`src/rtl/imm_enc.sv`:
```
// imm_enc: RV32I instruction encoder, the inverse of the immediate decode path.
// Packs opcode/register/funct/immediate fields into one instruction word behind
// a valid/ready stream with a registered output stage and a one-entry skid.
// Optional feature macro: IMM_ENC_RANGE_CHECK_EN enables immediate range
// checking and the saturating err_cnt counter. When it is undefined, err flags
// unknown opcodes only and err_cnt is tied to zero.
module imm_enc #(
   parameter int ERR_CNT_W = 8
) (
   input  logic                 clk,
   input  logic                 rst,
   input  logic                 in_valid,
   output logic                 in_ready,
   input  logic [6:0]           opcode,
   input  logic [4:0]           rd,
   input  logic [4:0]           rs1,
   input  logic [4:0]           rs2,
   input  logic [2:0]           funct3,
   input  logic [6:0]           funct7,
   input  logic [31:0]          imm,
   output logic                 out_valid,
   input  logic                 out_ready,
   output logic [31:0]          inst,
   output logic                 err,
   output logic [ERR_CNT_W-1:0] err_cnt
);

   typedef enum logic [2:0] {
      FMT_R,
      FMT_I,
      FMT_S,
      FMT_B,
      FMT_U,
      FMT_J,
      FMT_X
   } fmt_t;

   // Map an opcode onto its encoding format; FMT_X marks unknown opcodes.
   function automatic fmt_t fmt_of(input logic [6:0] op);
      case (op)
         7'b1100111, 7'b0000011, 7'b0010011,
         7'b0001111, 7'b1110011:             fmt_of = FMT_I;
         7'b0110111, 7'b0010111:             fmt_of = FMT_U;
         7'b0100011:                         fmt_of = FMT_S;
         7'b1100011:                         fmt_of = FMT_B;
         7'b1101111:                         fmt_of = FMT_J;
         7'b0110011:                         fmt_of = FMT_R;
         default:                            fmt_of = FMT_X;
      endcase
   endfunction

`ifdef IMM_ENC_RANGE_CHECK_EN
   // True when the architectural immediate cannot be represented in the format.
   // Signed bounds are equivalent to "all upper bits equal" for each format.
   function automatic logic range_bad(input fmt_t f, input logic signed [31:0] v);
      case (f)
         FMT_I, FMT_S: range_bad = (v < -32'sd2048) || (v > 32'sd2047);
         FMT_B:        range_bad = (v < -32'sd4096) || (v > 32'sd4095) || v[0];
         FMT_J:        range_bad = (v < -32'sd1048576) || (v > 32'sd1048575) || v[0];
         FMT_U:        range_bad = (v[11:0] != 12'd0);
         default:      range_bad = 1'b0;
      endcase
   endfunction

   // Saturating increment: holds at all-ones instead of wrapping.
   function automatic logic [ERR_CNT_W-1:0] sat_inc(input logic [ERR_CNT_W-1:0] c);
      sat_inc = (&c) ? c : c + {{(ERR_CNT_W-1){1'b0}}, 1'b1};
   endfunction
`endif

   fmt_t                 fmt_p0;
   logic [31:0]          enc_inst_p0;
   logic                 enc_err_p0;
   logic signed [31:0]   imm_s_p0;

   logic                 vld_p1;
   logic [31:0]          inst_p1;
   logic                 err_p1;

   logic                 skid_vld;
   logic [31:0]          skid_inst;
   logic                 skid_err;

   logic                 acc;
   logic                 drain;

   // ---- stage p0: combinational field packing from the live inputs ----
   assign fmt_p0   = fmt_of(opcode);
   assign imm_s_p0 = imm;

   // Pack fields per format; unknown opcodes emit the bare opcode with err set.
   always_comb begin
      enc_inst_p0 = {25'b0, opcode};
      enc_err_p0  = 1'b0;
      case (fmt_p0)
         FMT_R: enc_inst_p0 = {funct7, rs2, rs1, funct3, rd, opcode};
         FMT_I: enc_inst_p0 = {imm[11:0], rs1, funct3, rd, opcode};
         FMT_U: enc_inst_p0 = {imm[31:12], rd, opcode};
         FMT_S: enc_inst_p0 = {imm[11:5], rs2, rs1, funct3, imm[4:0], opcode};
         FMT_B: enc_inst_p0 = {imm[12], imm[10:5], rs2, rs1, funct3,
                               imm[4:1], imm[11], opcode};
         FMT_J: enc_inst_p0 = {imm[20], imm[10:1], imm[11], imm[19:12], rd, opcode};
         default: begin
            enc_inst_p0 = {25'b0, opcode};
            enc_err_p0  = 1'b1;
         end
      endcase
`ifdef IMM_ENC_RANGE_CHECK_EN
      if (range_bad(fmt_p0, imm_s_p0)) begin
         enc_err_p0 = 1'b1;
      end
`endif
   end

   assign in_ready = ~skid_vld;
   assign acc      = in_valid & in_ready;
   assign drain    = vld_p1 & out_ready;

   // ---- stage p1: output register with one-entry skid behind it ----
   // Output register loads from the skid first (FIFO order), else from the input;
   // a stalled output diverts an accepted word into the skid.
   always_ff @(posedge clk) begin
      if (rst) begin
         vld_p1    <= 1'b0;
         inst_p1   <= 32'd0;
         err_p1    <= 1'b0;
         skid_vld  <= 1'b0;
         skid_inst <= 32'd0;
         skid_err  <= 1'b0;
      end else if (!vld_p1 || out_ready) begin
         if (skid_vld) begin
            vld_p1   <= 1'b1;
            inst_p1  <= skid_inst;
            err_p1   <= skid_err;
            skid_vld <= 1'b0;
         end else if (acc) begin
            vld_p1  <= 1'b1;
            inst_p1 <= enc_inst_p0;
            err_p1  <= enc_err_p0;
         end else begin
            vld_p1  <= 1'b0;
         end
      end else if (acc) begin
         skid_vld  <= 1'b1;
         skid_inst <= enc_inst_p0;
         skid_err  <= enc_err_p0;
      end
   end

   assign out_valid = vld_p1;
   assign inst      = inst_p1;
   assign err       = err_p1;

`ifdef IMM_ENC_RANGE_CHECK_EN
   logic [ERR_CNT_W-1:0] err_cnt_q;

   // Count erroneous words as they leave the block, saturating at all-ones.
   always_ff @(posedge clk) begin
      if (rst) begin
         err_cnt_q <= '0;
      end else if (drain && err_p1) begin
         err_cnt_q <= sat_inc(err_cnt_q);
      end
   end

   assign err_cnt = err_cnt_q;
`else
   logic unused_drain;
   assign unused_drain = drain ^ imm_s_p0[0];
   assign err_cnt      = '0;
`endif

endmodule

```
`config.mk`:
```
export PLATFORM = sky130hd
export DESIGN_NAME = imm_enc
export DESIGN_NICKNAME = d
export VERILOG_FILES = /design/src/rtl/imm_enc.sv
export SDC_FILE = /design/constraint.sdc
export NUM_CORES = 1
export LEC_CHECK = 0
export ABC_AREA = 1
export BUFFER_PORTS_ARGS = -buffer_cell sky130_fd_sc_hd__buf_2
export CAP_MARGIN = 40
export CELL_PAD_IN_SITES_DETAIL_PLACEMENT = 0
export CELL_PAD_IN_SITES_GLOBAL_PLACEMENT = 2
export CORE_UTILIZATION = 31
export DETAILED_ROUTE_END_ITERATION = 8
export GPL_TIMING_DRIVEN = 0
export PLACE_DENSITY = 0.87
export SYNTH_ARGS = -nofsm -noshare
export SYNTH_HDL_FRONTEND = slang
export SYNTH_SLANG_ARGS = --single-unit
```
`constraint.sdc`:
```
create_clock -name clk -period 3.23 [get_ports clk]
set_input_delay 0.323 -clock clk [delete_from_list [all_inputs] [get_ports clk]]
set_output_delay 0.323 -clock clk [all_outputs]
set_load 0.03 [all_outputs]
```
==> flow_summary.ini, run 1 <==
[critical_path]
crit_chain = buf_4 -> inv_2 -> clkbuf_1 -> buf_2
path_class = reg -> out
arrival_ns = 1.67
ff2ff_path_depth = 7
slowest_delay_ns = 0.42
path_max_fanout = 10
critPathBufInv = 4
path_delay_family = buffers and inverters
required_ns = 2.91
r2r_end = skid_inst[26]$_SDFFE_PP0P_
start_kind = flop
cp-end-kind = primary output
cp_slowest_cell = clkbuf_1
regToRegSetupSlack_ns = 1.34
reg2reg_from = skid_vld$_SDFFE_PP0P_

[timing]
slew_viol_final = 0
fin_crit_sh = 0.617
worst_slack_ns = 1.24
setup_tns_ns = 0
grt_setup_unrepaired = false
maxSlewHeadroom = 0.466
setup_viol = 0
hold_viol = 0
skew_ns = 0.00671
max_freq_ghz = 0.502
min_period_ns = 1.99
worstMarginPinSlew_ns = 0.801

[clock_network]
clock-sinks = 68
ctsHoldBuffers = 0
post_cts_buffers = 0
cts_tree = done
numCtsBuffers = 9
h-tree-depth = 3
cts_root_buffer = clkbuf_16
cts.repair.resized = 0
cts.reportedPaths.clkPinSlew_ns = 0.06
clock_path_buffers = 2
insertion_delay_ns = 0.35

[pwr]
power.density_nw_per_um2 = 405
ir_worst_vdd_uv = 204
intPower_mw = 1.51
swShare = 0.315
p_clk_frac = 0.427
switchingPower_mw = 0.696
seq_power_share = 0.403
p_leak_nw = 2.72
pwr-share-comb = 0.171

[floorplan]
dieArea_um2 = 14700
core-area_um2 = 13900
ios = 111
num_rows = 43
die_h_um = 121
initial_core_util = 0.318
die_w_um = 121

[yosys]
synth_cell_type_count = 25
avgSynthCellArea_um2 = 6.54
ys_seq_area_frac = 0.308
ys.warnings.count = 0
synthCells = 675
synth_seq_cells = 68
synth_area_um2 = 4420

[place]
dp_slack_ns = 1.21
globalplace.congestion = 0.851
io_buffers = 101
place_area_um2 = 5170
post-dp-hpwl_um = 12000

[cells_and_area]
final_common_cell = nand2_1
syn2layout_area_growth_pct = 23.4
design_area_um2 = 5450
final_cell_mix = nand2_1 (135), nand3_1 (124), buf_2 (122)
post-route-util = 0.393
drive_above_1_share = 0.267
final_nets = 862
multi_input_area_um2 = 2590
antenna_cells = 0
regArea_um2 = 1360
fill_cells = 1531

[global_routing]
antenna_found_initial = 0
grt_pass1_vias = 4807
grt_max_degree = 14
overflow = 0
grt_pass1_wl_um = 25200
track_usage = 0.227

[drt]
first_pass_iters = 5
vias = 5140
routed_via_density = 5.25
drc = 0
drt_iter0_drc = 483
ant_nets = 0
wl_per_cell_um = 16.5
routed_wl_um = 16200

[flow_run]
max_cap_viol_count = 0

[worst_hold_path]
holdPathEnd = skid_inst[0]$_SDFFE_PP0P_
hold_depth = 3
min_from = opcode[0]
hold_path_class = in -> reg

[outcome]
outcome = finished, final reports clean
==> through the flow <==
stage / power [mW] / hold WS, ns / instances
final: 2.21 / 0.258 / 979
after floorplan: 1.13 / 0.455 / 682
after CTS: 2.22 / 0.248 / 979
after global routing: 2.30 / 0.265 / 979
after detailed placement: 1.28 / 0.455 / 963
after global placement: 1.28 / 0.452 / 963
==> worst max-delay path by stage <==
stage	endpoint	startpoint	slack, ns	depth (start not counted)
2_1_floorplan	skid_inst[23]$_SDFFE_PP0P_	out_valid$_SDFFE_PP0P_	1.76	8
3_3_place_gp	inst[20]$_SDFFE_PP0P_	rst	1.26	4
3_5_place_dp	inst[20]$_SDFFE_PP0P_	rst	1.21	4
4_1_cts	in_ready	skid_vld$_SDFFE_PP0P_	1.23	4
5_1_grt	inst[17]$_SDFFE_PP0P_	skid_vld$_SDFFE_PP0P_	1.12	8
6_report	in_ready	skid_vld$_SDFFE_PP0P_	1.24	4
==> worst min-delay path, delay by kind of cell <==
kind                   cells  cell delay (ns)
AND/OR/NAND/NOR            2             0.14
buffers and inverters      1             0.11
==> power by group through the flow <==
stage               logic (mW)  clock network (mW)  registers, mW
floorplan                0.190                   0          0.940
global placement         0.373                   0          0.906
detailed placement       0.376                   0          0.908
CTS                      0.377               0.956          0.890
global route             0.413               0.993          0.894
finish                   0.377               0.942          0.890
==> synth_stat cells (all sizes together) <==
| cell type | count | area, um2 |
|---|---|---|
| nor2 | 90 | 380 |
| inv | 37 | 141 |
| and2 | 1 | 6.26 |
| buf | 43 | 288 |
| o21ai | 15 | 75.1 |
| nand4 | 49 | 307 |
| a31oi | 7 | 43.8 |
| o211ai | 26 | 195 |
| conb | 1 | 3.75 |
| clkbuf | 17 | 63.8 |
| nand3 | 125 | 638 |
| a21oi | 34 | 241 |
| dfxtp | 68 | 1360 |
| nor3 | 3 | 15.0 |
| nand2 | 159 | 657 |
==> registers in the layout, summed over array words and instances (netlist names) <==
| name | cells |
|---|---|
| inst | 32 |
| skid_err | 1 |
| err | 1 |
| skid_vld | 1 |
| out_valid | 1 |
| skid_inst | 32 |
==> per-layer routing <==
metal	part of all wire	wire length [um]	vias to the layer above	track usage
met5	0	0	-	0
met4	0.024	386	0	0.0995
met3	0.070	1140	27	0.0428
met2	0.46	7500	189	0.366
met1	0.44	7150	2403	0.291
li1	-	-	2521	-
==> logic make-up after synthesis <==
kind of cell | count (synthesis) | synth area share
and+or+nand+nor | 427 | 0.454
buffers and inverters | 97 | 0.112
AOI/OAI and AO/OA | 82 | 0.126
DFF | 68 | 0.308
other | 1 | 0.000849
==> cell type report <==
type,instances,area share
plain buffers,60,0.0645
clock buffers,9,0.0413
clock inverters,7,0.00964
inverters,37,0.0259
multi-input cells,517,0.475
flip-flops and latches,68,0.250
well taps,180,0.0413
repair buffers,101,0.0927
Note: power is estimated with default switching activity, not from simulation.
==> run 2, diff against run 1 <==
Settings changed: ABC_AREA 1 to 0, CORE_UTILIZATION 31 to 26, PLACE_DENSITY 0.87 to 0.76.
Clock period 3.23 ns to 1.6 ns, I/O delays scaled along.
==> flow_summary.ini, run 2 <==
[clock_network]
h-tree-depth = 3
insertion_delay_ns = 0.33
numCtsBuffers = 9
clock_path_buffers = 2
clock-sinks = 68
cts_root_buffer = clkbuf_16
cts_tree = done
cts.reportedPaths.clkPinSlew_ns = 0.05

[yosys]
avgSynthCellArea_um2 = 8.37
synth_area_um2 = 3440
yosys.area_share.xor_xnor = 0
muxShareOfSynthArea = 0.0320
async_flop_share = 0
ys.warnings.count = 0
synth_seq_cells = 68
synthAdderAreaFrac = 0
synth_top_cells_by_count = dfxtp_1 (68), nand2_1 (43), a21oi_1 (32), nor2_1 (31), a211oi_1 (30)
synth_cell_type_count = 50
synth_top_family_by_area = compound AO/OA/AOI/OAI gates
synth_edf_count = 0
synthCells = 411
synthDominantCellAreaShare = 0.396
synth.most_common_cell = dfxtp_1
yosysTopAreaCell = dfxtp_1
yosys.area_share.simple = 0.192
ys_seq_area_frac = 0.396
synth_flop_cell = dfxtp_1
synth_compound_area_frac = 0.315
ys_top_cells_by_area = dfxtp_1 (40%), a211oi_1 (6.5%), nand2_1 (4.7%), a21oi_1 (4.7%), a221oi_1 (4.3%)

[pwr]
p_leak_nw = 1.91
power.density_nw_per_um2 = 904
total_power_mw = 4.35
ir_worst_vdd_uv = 448

[timing]
fin_crit_sh = 0.964
min_period_ns = 1.54
hold_viol = 0
worstMarginPinSlew_ns = 0.621
setup_tns_ns = 0
setup_viol = 0
skew_ns = 0.00560
maxSlewHeadroom = 0.586
grt_setup_unrepaired = true
max_freq_ghz = 0.649
hold-worst-slack_ns = 0.0714
slew_viol_final = 0

[worst_hold_path]
holdPathEnd = inst[13]$_SDFFE_PP0P_
min_from = imm[13]
hold_path_class = in -> reg
hold_depth = 2

[cells_and_area]
final_common_cell = buf_2
post-route-util = 0.377
final_nets = 609
fill_cells = 1345
regArea_um2 = 1360
multi_input_area_um2 = 2060
antenna_cells = 0
syn2layout_area_growth_pct = 39.9
final_cell_mix = buf_2 (103), dfxtp_1 (67), nand2_1 (42)
design_area_um2 = 4810
drive_above_1_share = 0.358

[critical_path]
reg2reg_from = out_valid$_SDFFE_PP0P_
slowest_delay_ns = 0.39
cp-end-kind = flop
regToRegSetupSlack_ns = 0.12
required_ns = 1.84
path_class = in -> reg
crit_chain = buf_2 -> or3b_4 -> buf_6 -> and3_4 -> nor4_4 -> buf_6 -> a221oi_2 -> a211oi_1
r2r_end = inst[15]$_SDFFE_PP0P_
cp_slowest_cell = or3b_4
arrival_ns = 1.78
start_kind = input port
path_max_fanout = 6
cpMostUsedCell = buf_6
ff2ff_path_depth = 7
crit_start = opcode[5]

[drt]
ant_nets = 0
routed_via_density = 5.13
drc = 0
drt_iter0_drc = 229
first_pass_iters = 5
wl_per_cell_um = 17.0
routed_wl_um = 12200
vias = 3675

[place]
io_buffers = 100
globalplace.congestion = 0.781
place_area_um2 = 4190
post-dp-hpwl_um = 9000

[global_routing]
overflow = 0
grt_pass1_wl_um = 18700
track_usage = 0.183
grt_max_degree = 11
grt_pass1_vias = 3464
antenna_found_initial = 0

[floorplan]
num_rows = 41
die_h_um = 117
dieArea_um2 = 13700
ios = 111
die_w_um = 117
core-area_um2 = 12800
initial_core_util = 0.269

[outcome]
outcome = finished, final reports clean

[flow_run]
max_cap_viol_count = 0
-- run 2: layout make-up --
class	instances	area share
Clock buffer	13	0.0541
Timing Repair Buffer	113	0.131
Sequential cell	68	0.283
Buffer	40	0.0525
Multi-Input combinational cell	304	0.428
Tap cell	172	0.0447
Clock inverter	2	0.00208
Inverter	5	0.00390
-- run 2: worst max path at each step --
stage	to	slack (ns)	cells past startpoint
after floorplan	inst[12]$_SDFFE_PP0P_	-0.03	6
after global placement	inst[19]$_SDFFE_PP0P_	-0.53	6
after detailed placement	inst[17]$_SDFFE_PP0P_	-0.53	6
after CTS	in_ready	-0.03	4
after global routing	skid_inst[29]$_SDFFE_PP0P_	-0.02	8
final	skid_inst[29]$_SDFFE_PP0P_	0.06	8
-- run 2: through the flow --
step / instances / worst slack [ns]
2_1_floorplan: 418 / -0.0346
3_3_place_gp: 690 / -0.530
3_5_place_dp: 690 / -0.527
4_1_cts: 708 / -0.0293
5_1_grt: 717 / -0.0221
6_report: 717 / 0.0580
-- run 2: cells by family after synthesis --
group,count (synthesis)
other,1
muxes,11
DFF,68
buffers and inverters,46
and+or+nand+nor,133
AOI/OAI and AO/OA,152
-- run 2: metal layers --
| layer | part of all wire | vias to the layer above | wire (um) | track usage |
|---|---|---|---|---|
| met5 | 0 | - | 0 | 0 |
| met4 | 0.011 | 0 | 135 | 0.0641 |
| met3 | 0.054 | 8 | 665 | 0.0360 |
| met2 | 0.46 | 114 | 5610 | 0.297 |
| met1 | 0.48 | 1765 | 5810 | 0.242 |
| li1 | - | 1788 | - | - |
-- run 2: worst max-delay path, delay by kind of cell --
family	cells	cell delay, ns
AO/OA/AOI/OAI	2	0.32
buffers and inverters	3	0.45
AND/OR/NAND/NOR	3	0.84
-- run 2: report_power, final --
part,switching [mW],total (mW),internal [mW]
combinational,0.470,0.745,0.274
clock,0.691,1.81,1.12
sequential,0.0333,1.79,1.76
-- run 2: what timing repair did --
action	4_1_cts	5_1_grt
pin swaps	2	11
setup endpoints to repair	67	56
buffers inserted	4	9
resized for setup	39	38
hold buffers	0	0
==> run 3, diff against run 2 <==
Clock period 1.6 ns to 1.25 ns, I/O delays scaled along.
==> flow_summary.ini, run 3 (same netlist as run 2, synthesis figures left out) <==
[flow_run]
max_cap_viol_count = 0

[pwr]
switchingPower_mw = 1.69
power.density_nw_per_um2 = 1150
p_leak_nw = 2.22
swShare = 0.261
total_power_mw = 6.47
seq_power_share = 0.356
p_clk_frac = 0.465
ir_worst_vdd_uv = 656
pwr-share-comb = 0.179
intPower_mw = 4.78

[floorplan]
die_h_um = 117
dieArea_um2 = 13700
num_rows = 41
core-area_um2 = 12800
ios = 111
initial_core_util = 0.269
die_w_um = 117

[cells_and_area]
final_common_cell = buf_2
antenna_cells = 0
multi_input_area_um2 = 2360
fill_cells = 1241
design_area_um2 = 5650
final_cell_mix = buf_2 (101), dfxtp_1 (66), nand2_1 (39)
syn2layout_area_growth_pct = 64.1
regArea_um2 = 1370
final_nets = 634
post-route-util = 0.442
drive_above_1_share = 0.466

[clock_network]
numCtsBuffers = 9
insertion_delay_ns = 0.34
clock_path_buffers = 2
cts.reportedPaths.clkPinSlew_ns = 0.05
clock-sinks = 68
h-tree-depth = 3
cts_root_buffer = clkbuf_16
cts_tree = done

[critical_path]
reg2reg_from = skid_vld$_SDFFE_PP0P_
path_class = reg -> reg
path_max_fanout = 8
regToRegSetupSlack_ns = -0.22
arrival_ns = 1.69
start_kind = flop
crit_start = skid_vld$_SDFFE_PP0P_
ff2ff_path_depth = 8
required_ns = 1.47
cp-end-kind = flop
r2r_end = inst[17]$_SDFFE_PP0P_

[drt]
routed_wl_um = 12900
drt_iter0_drc = 242
first_pass_iters = 4
vias = 3835
routed_via_density = 5.16
drc = 0
ant_nets = 0
wl_per_cell_um = 17.4

[outcome]
outcome = finished, violations left
failed_checks = negative setup slack

[timing]
setup_tns_ns = -8.60
grt_setup_unrepaired = true
hold_viol = 0
max_freq_ghz = 0.680
slew_viol_final = 0
skew_ns = 0.00747
setup_viol = 65
maxSlewHeadroom = 0.488
worstMarginPinSlew_ns = 0.768
min_period_ns = 1.47
fin_crit_sh = 1.18
worst_slack_ns = -0.220

[place]
place_area_um2 = 4320
io_buffers = 100
globalplace.congestion = 0.805
post-dp-hpwl_um = 9000
dp_slack_ns = -0.923

[global_routing]
antenna_found_initial = 0
grt_pass1_vias = 3615
overflow = 0
grt_max_degree = 12
track_usage = 0.194
grt_pass1_wl_um = 19700

[worst_hold_path]
min_from = imm[16]
hold_depth = 2
hold_path_class = in -> reg
holdPathEnd = inst[16]$_SDFFE_PP0P_
-- run 3: changes by cell type in the layout (fill, tap and decap cells not counted), sizes merged --
cell	delta
buf	+28
clkbuf	-4
bufinv	+3
inv	-1
-- run 3: repair_timing --
action,in CTS,in global routing
resized for setup,109,39
gates cloned,4,1
hold buffers,0,0
endpoints found under the setup margin,69,68
buffers inserted,26,7
pin swaps,51,17
-- run 3: power groups by stage --
| stage | clock, mW | combinational (mW) | sequential, mW |
|---|---|---|---|
| finish | 3.00 | 1.16 | 2.30 |
| global route | 3.13 | 1.25 | 2.31 |
| CTS | 3.04 | 1.11 | 2.30 |
| detailed placement | 0 | 0.891 | 2.34 |
| global placement | 0 | 0.886 | 2.34 |
| floorplan | 0 | 0.456 | 2.43 |
-- run 3: metrics by stage --
step	instances	hold slack [ns]
floorplan	418	0.261
global placement	690	0.367
detailed placement	690	0.370
CTS	736	0.0197
global route	743	0.0389
finish	743	0.0259
-- run 3: worst max-delay path by stage --
stage	to	cells past startpoint
finish	inst[17]$_SDFFE_PP0P_	8
global route	inst[19]$_SDFFE_PP0P_	8
CTS	inst[17]$_SDFFE_PP0P_	7
detailed placement	skid_inst[26]$_SDFFE_PP0P_	7
global placement	skid_inst[26]$_SDFFE_PP0P_	7
floorplan	skid_inst[27]$_SDFFE_PP0P_	7
-- run 3: critical path, stage by stage, from the launching register on --
cell and delay (ns):
dfxtp_2 0.32, buf_6 0.13, nor2_4 0.12, nor2_4 0.07, nand3_4 0.09, buf_6 0.11
nor3b_4 0.04, buf_12 0.15, a221o_1 0.31
-- run 3: layout make-up --
type / instances / share of cell area
Clock inverter: 4 / 0.0168
Tap cell: 172 / 0.0381
Timing Repair Buffer: 137 / 0.165
Clock buffer: 12 / 0.0454
Multi-Input combinational cell: 304 / 0.418
Inverter: 5 / 0.00554
Buffer: 41 / 0.0696
Sequential cell: 68 / 0.242
-- run 3: routing by layer --
| metal | vias to the layer above | routed length [um] | global-route usage |
|---|---|---|---|
| li1 | 1852 | - | - |
| met1 | 1867 | 5980 | 0.262 |
| met2 | 105 | 6140 | 0.312 |
| met3 | 11 | 632 | 0.0252 |
| met4 | 0 | 185 | 0.0802 |
| met5 | - | 0 | 0 |
